### src/rtl/hue_calc_multi.sv
// rtl/hue_calc_multi.sv - multi-channel note-position to hue mapper
// Piecewise-linear map over three segments, one shared multiplier time-multiplexed per channel.
module hue_calc_multi #(
  parameter int W               = 6,
  parameter int D               = 10,
  parameter int NUM_CH          = 12,
  parameter int BINS_PER_OCTAVE = 24,
  parameter int SEG_B1          = 8192,
  parameter int SEG_B2          = 16384,
  parameter int HUE0            = 0,
  parameter int HUE1            = 341,
  parameter int HUE2            = 682,
  parameter int SLOPE_W         = 16,
  parameter int SLOPE_FRAC      = 16,
  parameter int SLOPE0          = 2728,
  parameter int SLOPE1          = 2728,
  parameter int SLOPE2          = 2736
) (
  input  logic                       clk,
  input  logic                       rst,
  input  logic                       in_valid_i,
  output logic                       in_ready_o,
  input  logic [NUM_CH*(W+D)-1:0]    pos_i,
  output logic                       out_valid_o,
  input  logic                       out_ready_i,
  output logic [NUM_CH*D-1:0]        hue_o,
  output logic [NUM_CH-1:0]          range_err_o
);

  localparam int PW = W + D;
  localparam int MW = PW + SLOPE_W;
  localparam int CW = (NUM_CH > 1) ? $clog2(NUM_CH) : 1;

  localparam logic [PW:0]         POS_SPAN = (PW+1)'(BINS_PER_OCTAVE << D);
  localparam logic [PW-1:0]       B1       = PW'(SEG_B1);
  localparam logic [PW-1:0]       B2       = PW'(SEG_B2);
  localparam logic [D-1:0]        H0       = D'(HUE0);
  localparam logic [D-1:0]        H1       = D'(HUE1);
  localparam logic [D-1:0]        H2       = D'(HUE2);
  localparam logic [SLOPE_W-1:0]  K0       = SLOPE_W'(SLOPE0);
  localparam logic [SLOPE_W-1:0]  K1       = SLOPE_W'(SLOPE1);
  localparam logic [SLOPE_W-1:0]  K2       = SLOPE_W'(SLOPE2);
  localparam logic [CW-1:0]       LAST_CH  = CW'(NUM_CH - 1);

  typedef enum logic [1:0] {S_IDLE, S_RUN, S_DRAIN, S_DONE} state_t;

  state_t                   r_state;
  state_t                   w_state_nxt;
  logic [NUM_CH*PW-1:0]     r_frame;
  logic [CW-1:0]            r_ch;
  logic                     w_issue;

  logic [PW-1:0]            w_pos;
  logic [PW-1:0]            w_off;
  logic [SLOPE_W-1:0]       w_slope;
  logic [D-1:0]             w_base;
  logic                     w_err;

  logic                     r_s1_vld;
  logic [CW-1:0]            r_s1_ch;
  logic [PW-1:0]            r_s1_off;
  logic [SLOPE_W-1:0]       r_s1_slope;
  logic [D-1:0]             r_s1_base;
  logic                     r_s1_err;

  logic [MW-1:0]            w_prod;
  logic                     r_s2_vld;
  logic [CW-1:0]            r_s2_ch;
  logic [MW-1:0]            r_s2_prod;
  logic [D-1:0]             r_s2_base;
  logic                     r_s2_err;

  logic [D-1:0]             w_hue;
  logic [NUM_CH*D-1:0]      r_hue;
  logic [NUM_CH-1:0]        r_err;

  always_ff @(posedge clk) begin
    if (rst) r_state <= S_IDLE;
    else     r_state <= w_state_nxt;
  end

  always_comb begin
    w_state_nxt = r_state;
    case (r_state)
      S_IDLE:  if (in_valid_i)              w_state_nxt = S_RUN;
      S_RUN:   if (r_ch == LAST_CH)         w_state_nxt = S_DRAIN;
      S_DRAIN: if (!r_s1_vld && !r_s2_vld)  w_state_nxt = S_DONE;
      S_DONE:  if (out_ready_i)             w_state_nxt = S_IDLE;
      default:                              w_state_nxt = S_IDLE;
    endcase
  end

  assign in_ready_o  = (r_state == S_IDLE);
  assign out_valid_o = (r_state == S_DONE);
  assign w_issue     = (r_state == S_RUN);

  always_ff @(posedge clk) begin
    if (in_ready_o && in_valid_i) r_frame <= pos_i;
  end

  always_ff @(posedge clk) begin
    if (rst)          r_ch <= '0;
    else if (w_issue) r_ch <= (r_ch == LAST_CH) ? '0 : r_ch + 1'b1;
  end

  // S1: segment select; out-of-range positions fall into segment 2 and wrap later
  assign w_pos = r_frame[r_ch*PW +: PW];

  always_comb begin
    w_off   = w_pos;
    w_slope = K0;
    w_base  = H0;
    if (w_pos >= B2) begin
      w_off   = w_pos - B2;
      w_slope = K2;
      w_base  = H2;
    end else if (w_pos >= B1) begin
      w_off   = w_pos - B1;
      w_slope = K1;
      w_base  = H1;
    end
    w_err = ({1'b0, w_pos} >= POS_SPAN);
  end

  always_ff @(posedge clk) begin
    if (rst) r_s1_vld <= 1'b0;
    else     r_s1_vld <= w_issue;
    r_s1_ch    <= r_ch;
    r_s1_off   <= w_off;
    r_s1_slope <= w_slope;
    r_s1_base  <= w_base;
    r_s1_err   <= w_err;
  end

  // S2: the only multiplier in the block
  assign w_prod = MW'(r_s1_off) * MW'(r_s1_slope);

  always_ff @(posedge clk) begin
    if (rst) r_s2_vld <= 1'b0;
    else     r_s2_vld <= r_s1_vld;
    r_s2_ch   <= r_s1_ch;
    r_s2_prod <= w_prod;
    r_s2_base <= r_s1_base;
    r_s2_err  <= r_s1_err;
  end

  // S3: truncation to D bits gives the modulo-2^D hue wrap
  assign w_hue = r_s2_base + D'(r_s2_prod >> SLOPE_FRAC);

  always_ff @(posedge clk) begin
    if (rst) begin
      r_hue <= '0;
      r_err <= '0;
    end else if (r_s2_vld) begin
      r_hue[r_s2_ch*D +: D] <= w_hue;
      r_err[r_s2_ch]        <= r_s2_err;
    end
  end

  assign hue_o       = r_hue;
  assign range_err_o = r_err;

endmodule

### config.mk
export PLATFORM = sky130hd
export DESIGN_NAME = hue_calc_multi
export DESIGN_NICKNAME = d
export VERILOG_FILES = /design/src/rtl/hue_calc_multi.sv
export SDC_FILE = /design/constraint.sdc
export NUM_CORES = 1
export LEC_CHECK = 0
export CORE_ASPECT_RATIO = 1.25
export CORE_UTILIZATION = 54
export DETAILED_ROUTE_END_ITERATION = 8
export PLACE_DENSITY = 0.8
export SLEW_MARGIN = 10
export SYNTH_ARGS = -nofsm -noshare
export SYNTH_HDL_FRONTEND = slang
export SYNTH_SLANG_ARGS = --single-unit
### constraint.sdc
create_clock -name clk -period 7.1 [get_ports clk]
set_input_delay 0.71 -clock clk [delete_from_list [all_inputs] [get_ports clk]]
set_output_delay 0.71 -clock clk [all_outputs]
set_load 0.05 [all_outputs]
=== After elaboration in Yosys (flattened, before gate mapping) ===
Cells that the tools add are included.

* Flip-flop bits (word level): 420
* Input bits: 196
* Output and inout port bits: 134
* Word-level logic and storage cells: 60

* Add/sub/neg operators: 5
* $mul: 2
* $lt $le $gt $ge: 5
* Equality and inequality tests: 8
* Shift operators: 3
* Muxes and demuxes: 14
* Reductions and logical operators: 7

{| class="wikitable"
|+ Operators with widths
! kind !! count
|-
| $shiftx A192 B9 Y16 || 1
|-
| $bwmux W120 || 1
|-
| $shift A10 B34 Y120 const A || 1
|-
| $shiftx A10 B34 Y120 || 1
|-
| $neg A8 Y34 || 1
|-
| $ge A16 B15 Y1 const B || 2
|-
| $mux W16 || 2
|-
| $mul A16 B16 Y26 || 1
|-
| $ge A16 B14 Y1 const B || 1
|-
| $sub A16 B14 Y16 const B || 1
|-
| $sub A16 B15 Y16 const B || 1
|-
| $bwmux W12 || 1
|-
| $add A10 B10 Y10 || 1
|-
| $mux W9 || 1
|-
| $mux W2 || 4
|-
| $pmux W2 S4 || 1
|-
| $mul A4 B3 Y7 const B || 1
|-
| $lt A4 B5 Y1 const B || 1
|-
| $mux W5 || 1
|-
| $add A4 B1 Y4 const B || 1
|-
| $demux W1 S4 || 1
|-
| $eq A2 B2 Y1 const B || 2
|-
| $eq A4 B4 Y1 const B || 1
|-
| $ge A4 B1 Y1 const B || 1
|-
| other kinds (9) || 14
|}

=== Depth between registers and ports, before layout ===
* Depth after elaboration: 5
* Gate-level depth with buffers: 21
* Mapped depth without buffers: 20

=== Worst setup path after synthesis ===
OpenSTA, ideal clock, no wires.

* Path type: flip-flop to flip-flop
* Start: register r_state[0]
* End: register r_frame[0] (enable)
* Setup time: 0.575 ns
* Arrival: 5.367 ns
* Data required time: 6.525 ns
* Setup slack: 1.158 ns
* Stages on the path, launching flop included: 4
* Clock period less this slack: 5.942 ns
* Cell sequence: dfxtp_1 > inv_1 > ha_1 > and2_1

* Cells in the longest elaborated chain, start to end: 2

{| class="wikitable"
|+ Ends and longest elaborated chain
! what !! RTL line !! RTL
|-
| start: declaration || 47 || <nowiki>state_t r_state;</nowiki>
|-
| start signal: assignment || 79 || <nowiki>else r_state <= w_state_nxt;</nowiki>
|-
| $logic_not A2 Y1 || 93 || <nowiki>assign in_ready_o = (r_state == S_IDLE);</nowiki>
|-
| named net in_ready_o || 22 || <nowiki>output logic in_ready_o,</nowiki>
|-
| $logic_and A1 B1 Y1 || 98 || <nowiki>if (in_ready_o && in_valid_i) r_frame <= pos_i;</nowiki>
|-
| end signal: assignment || 98 ||
|-
| end: declaration || 49 || <nowiki>logic [NUM_CH*PW-1:0] r_frame;</nowiki>
|}

The timed path passes the listed nets, and every way through them passes these cells.
A chain may end at the register's enable or synchronous reset.

=== Final worst setup path ===
* Start: register r_s1_slope[4]
* End: register r_s2_prod[25]

* Cells in the longest elaborated chain, start to end: 1

{| class="wikitable"
|+ Ends and longest elaborated chain
! what !! RTL line !! RTL
|-
| start: declaration || 62 || <nowiki>logic [SLOPE_W-1:0] r_s1_slope;</nowiki>
|-
| start signal: assignment || 130 || <nowiki>r_s1_slope <= w_slope;</nowiki>
|-
| $mul A16 B16 Y26 || 136 || <nowiki>assign w_prod = MW'(r_s1_off) * MW'(r_s1_slope);</nowiki>
|-
| named net w_prod[25] || 66 || <nowiki>logic [MW-1:0] w_prod;</nowiki>
|-
| end signal: assignment || 142 || <nowiki>r_s2_prod <= w_prod;</nowiki>
|-
| end: declaration || 69 || <nowiki>logic [MW-1:0] r_s2_prod;</nowiki>
|}

The timed path passes the listed nets, and every way through them passes these cells.

==> results_dict.tcl <==
set metrics [dict create \
    async_flop_share 0 \
    nNetsFinal 2331 \
    grt_pass1_vias 14700 \
    synth_nets 2008 \
    wl_per_cell_um 20.9 \
    cts_num_sinks 374 \
    worstPathRequired_ns 7.55 \
    maxCapViolations 0 \
    ys_seq_elements 374 \
    grt_overflow_total 0 \
    worstSetupStartpointType "flip-flop" \
    grt_max_degree 193 \
    routed-via-count 14200 \
    slew_headroom 0.294 \
    antenna_left 0 \
    cts-resized-gates 0 \
    wl_um 51200 \
    path_class "flip-flop to flip-flop" \
    cts_tree "done" \
    fin_skew_ns 0.0138 \
    grt_pass1_wl_um 79700 \
    viasPerCell 5.80 \
    synth.area.top_cells "edfxtp_1 (31%), dfxtp_1 (19%), ha_1 (8.9%), mux4_2 (5.7%), fa_1 (5.6%)" \
    path_delay_family "adder cells" \
    hold_buffers 0 \
    gp_congestion 0.997 \
    crit_buf_inv 4 \
    avgSynthCellArea_um2 11.6 \
    path_cells "and2_1, ha_1, inv_1, fa_1, inv_1, fa_1, inv_1, fa_1, fa_1, inv_1, ha_1, ha_1, a2111oi_0, o21ai_0, o2111ai_1, a31oi_1, a311oi_1, o31ai_1, a21oi_1, xnor2_1" \
    yosysSeqAreaShare 0.499 \
    numCtsBuffers 38 \
    setup_viol 0 \
    diodes 0 \
    synth_top_area_share 0.306 \
    synth-edff-count 192 \
    die_y_um 211 \
    period_minus_slack_ns 5.68 \
    drc 0 \
    yosysMostFrequentCell "edfxtp_1" \
    cp-end-kind "flip-flop" \
    critPathMaxFanout 16 \
    cts_max_path_buffers 3 \
    slowest_stage "fa_1" \
    post-dp-hpwl_um 38500 \
    whs_ns 0.327 \
    min_period_over_period 0.800 \
    drt_iter0_drc 1103 \
    first_pass_iters 6 \
    initial_utilization 0.548 \
    status "complete, no violations" \
    min_path_type "flip-flop to flip-flop" \
    syn_area_um2 18900 \
    io_pins 330 \
    path_clk_slew_ns 0.06 \
    fmax_ghz 0.176 \
    die_area_um2 35700 \
    tightest_slew_ns 1.06 \
    drive_gt1_frac 0.0865 \
    htreeDepth 2 \
    row_count 76 \
    area_growth_pct 27.1 \
    antenna_found_initial 0 \
    io_buffers 329 \
    ys.flop_type "edfxtp_1" \
    cpPeakStageDelay_ns 0.54 \
    fin_tns_setup_ns 0 \
    postCtsSetupRepairBufs 0 \
    grtUsageTotal 0.292 \
    root_buffer "clkbuf_16" \
    clock_latency_ns 0.54 \
    rsz0062_at_grt "false" \
    drv_slew 0 \
    worst-endpoint-arrival_ns 6.13 \
    postSynthCellCount 1625 \
    synth_cell_types 81 \
    synth_commonest_cells "edfxtp_1 (192), dfxtp_1 (182), nor2_1 (175)" \
    die_x_um 169 \
    synth_warnings 0 \
    hold_violations 0 \
    coreArea_um2 34400 \
    yosys.area.top_type "edfxtp_1" \
]
-- layout by cell type (no fill, tap or decap), drive strengths merged, types with 25 or more instances in the layout --
cell type / synthesis / routed
a211oi: 65 / 65
a21oi: 52 / 52
a22oi: 25 / 25
clkbuf: 40 / 50
clkdlybuf4s50: 0 / 328
dfxtp: 182 / 182
edfxtp: 192 / 192
fa: 53 / 53
ha: 134 / 134
inv: 138 / 142
mux2i: 34 / 34
mux4: 48 / 48
nand2: 113 / 113
nand3: 48 / 48
nor2: 175 / 175
nor3: 32 / 32
o21ai: 48 / 48
-- worst register-to-register path: cells and delay by family, from the launching register on --
family,cells,cell delay (ns)
fa+ha+maj,7,2.77
compound gates,7,1.87
flops,1,0.42
simple gates,1,0.20
buf+inv,4,0.20
xor+xnor,1,0.14
-- per-stage QoR --
stage          cell area, um2  utilization  setup WS [ns]  instances
3_5_place_dp            22600        0.657           1.44       2376
6_report                24000        0.697           1.42       2445
3_3_place_gp            22600        0.657           1.59       2376
2_1_floorplan           18900            -           1.16       1625
4_1_cts                 24000        0.697           1.41       2445
5_1_grt                 24000        0.697           1.01       2445
-- sequential cells by signal, indices dropped and copies added (netlist names), 4 cells and up --
name,count
hue_o,120
r_ch,4
r_frame,192
r_s1_ch,4
r_s1_off,16
r_s2_ch,4
r_s2_prod,10
range_err_o,12
-- worst paths after layout --
kind                                            start                     to  slack [ns]  cells past startpoint
worst max-delay path            r_s1_slope[4]$_DFF_P_  r_s2_prod[25]$_DFF_P_        1.42                     20
worst min-delay path               r_s1_ch[0]$_DFF_P_     r_s2_ch[0]$_DFF_P_        0.33                      0
worst max register to register  r_s1_slope[4]$_DFF_P_  r_s2_prod[25]$_DFF_P_        1.42                     20
worst min register to register     r_s1_ch[0]$_DFF_P_     r_s2_ch[0]$_DFF_P_        0.33                      0
-- cell families (layout without fill, tap and decap cells) --
family / Yosys count / after routing / synth area share
and+or+nand+nor: 463 / 463 / 0.115
DFF: 374 / 374 / 0.499
AOI/OAI and AO/OA: 293 / 293 / 0.112
buffers and inverters: 200 / 552 / 0.0413
adders and majority gates: 187 / 187 / 0.145
muxes: 84 / 84 / 0.0765
xor gates and xnor gates: 24 / 24 / 0.0111
-- area by class of cell --
type	instances	area (um2)
clock buffers	50	1070
clock inverters	19	285
fillers	2399	10400
inverters	138	518
multi-input cells	1051	8680
flip-flops and latches	374	9410
well taps	468	586
repair buffers	345	3420
-- layer usage --
| metal | vias up | GRT usage | wire [um] |
|---|---|---|---|
| met2 | 653 | 0.540 | 27000 |
| met1 | 6795 | 0.316 | 18300 |
| met5 | - | 0 | 0 |
| met3 | 154 | 0.0560 | 3420 |
| met4 | 0 | 0.146 | 2570 |
| li1 | 6573 | - | - |
Power is not shown: default switching activity piles up to over one toggle a cycle in this logic, so the estimate is an artifact.
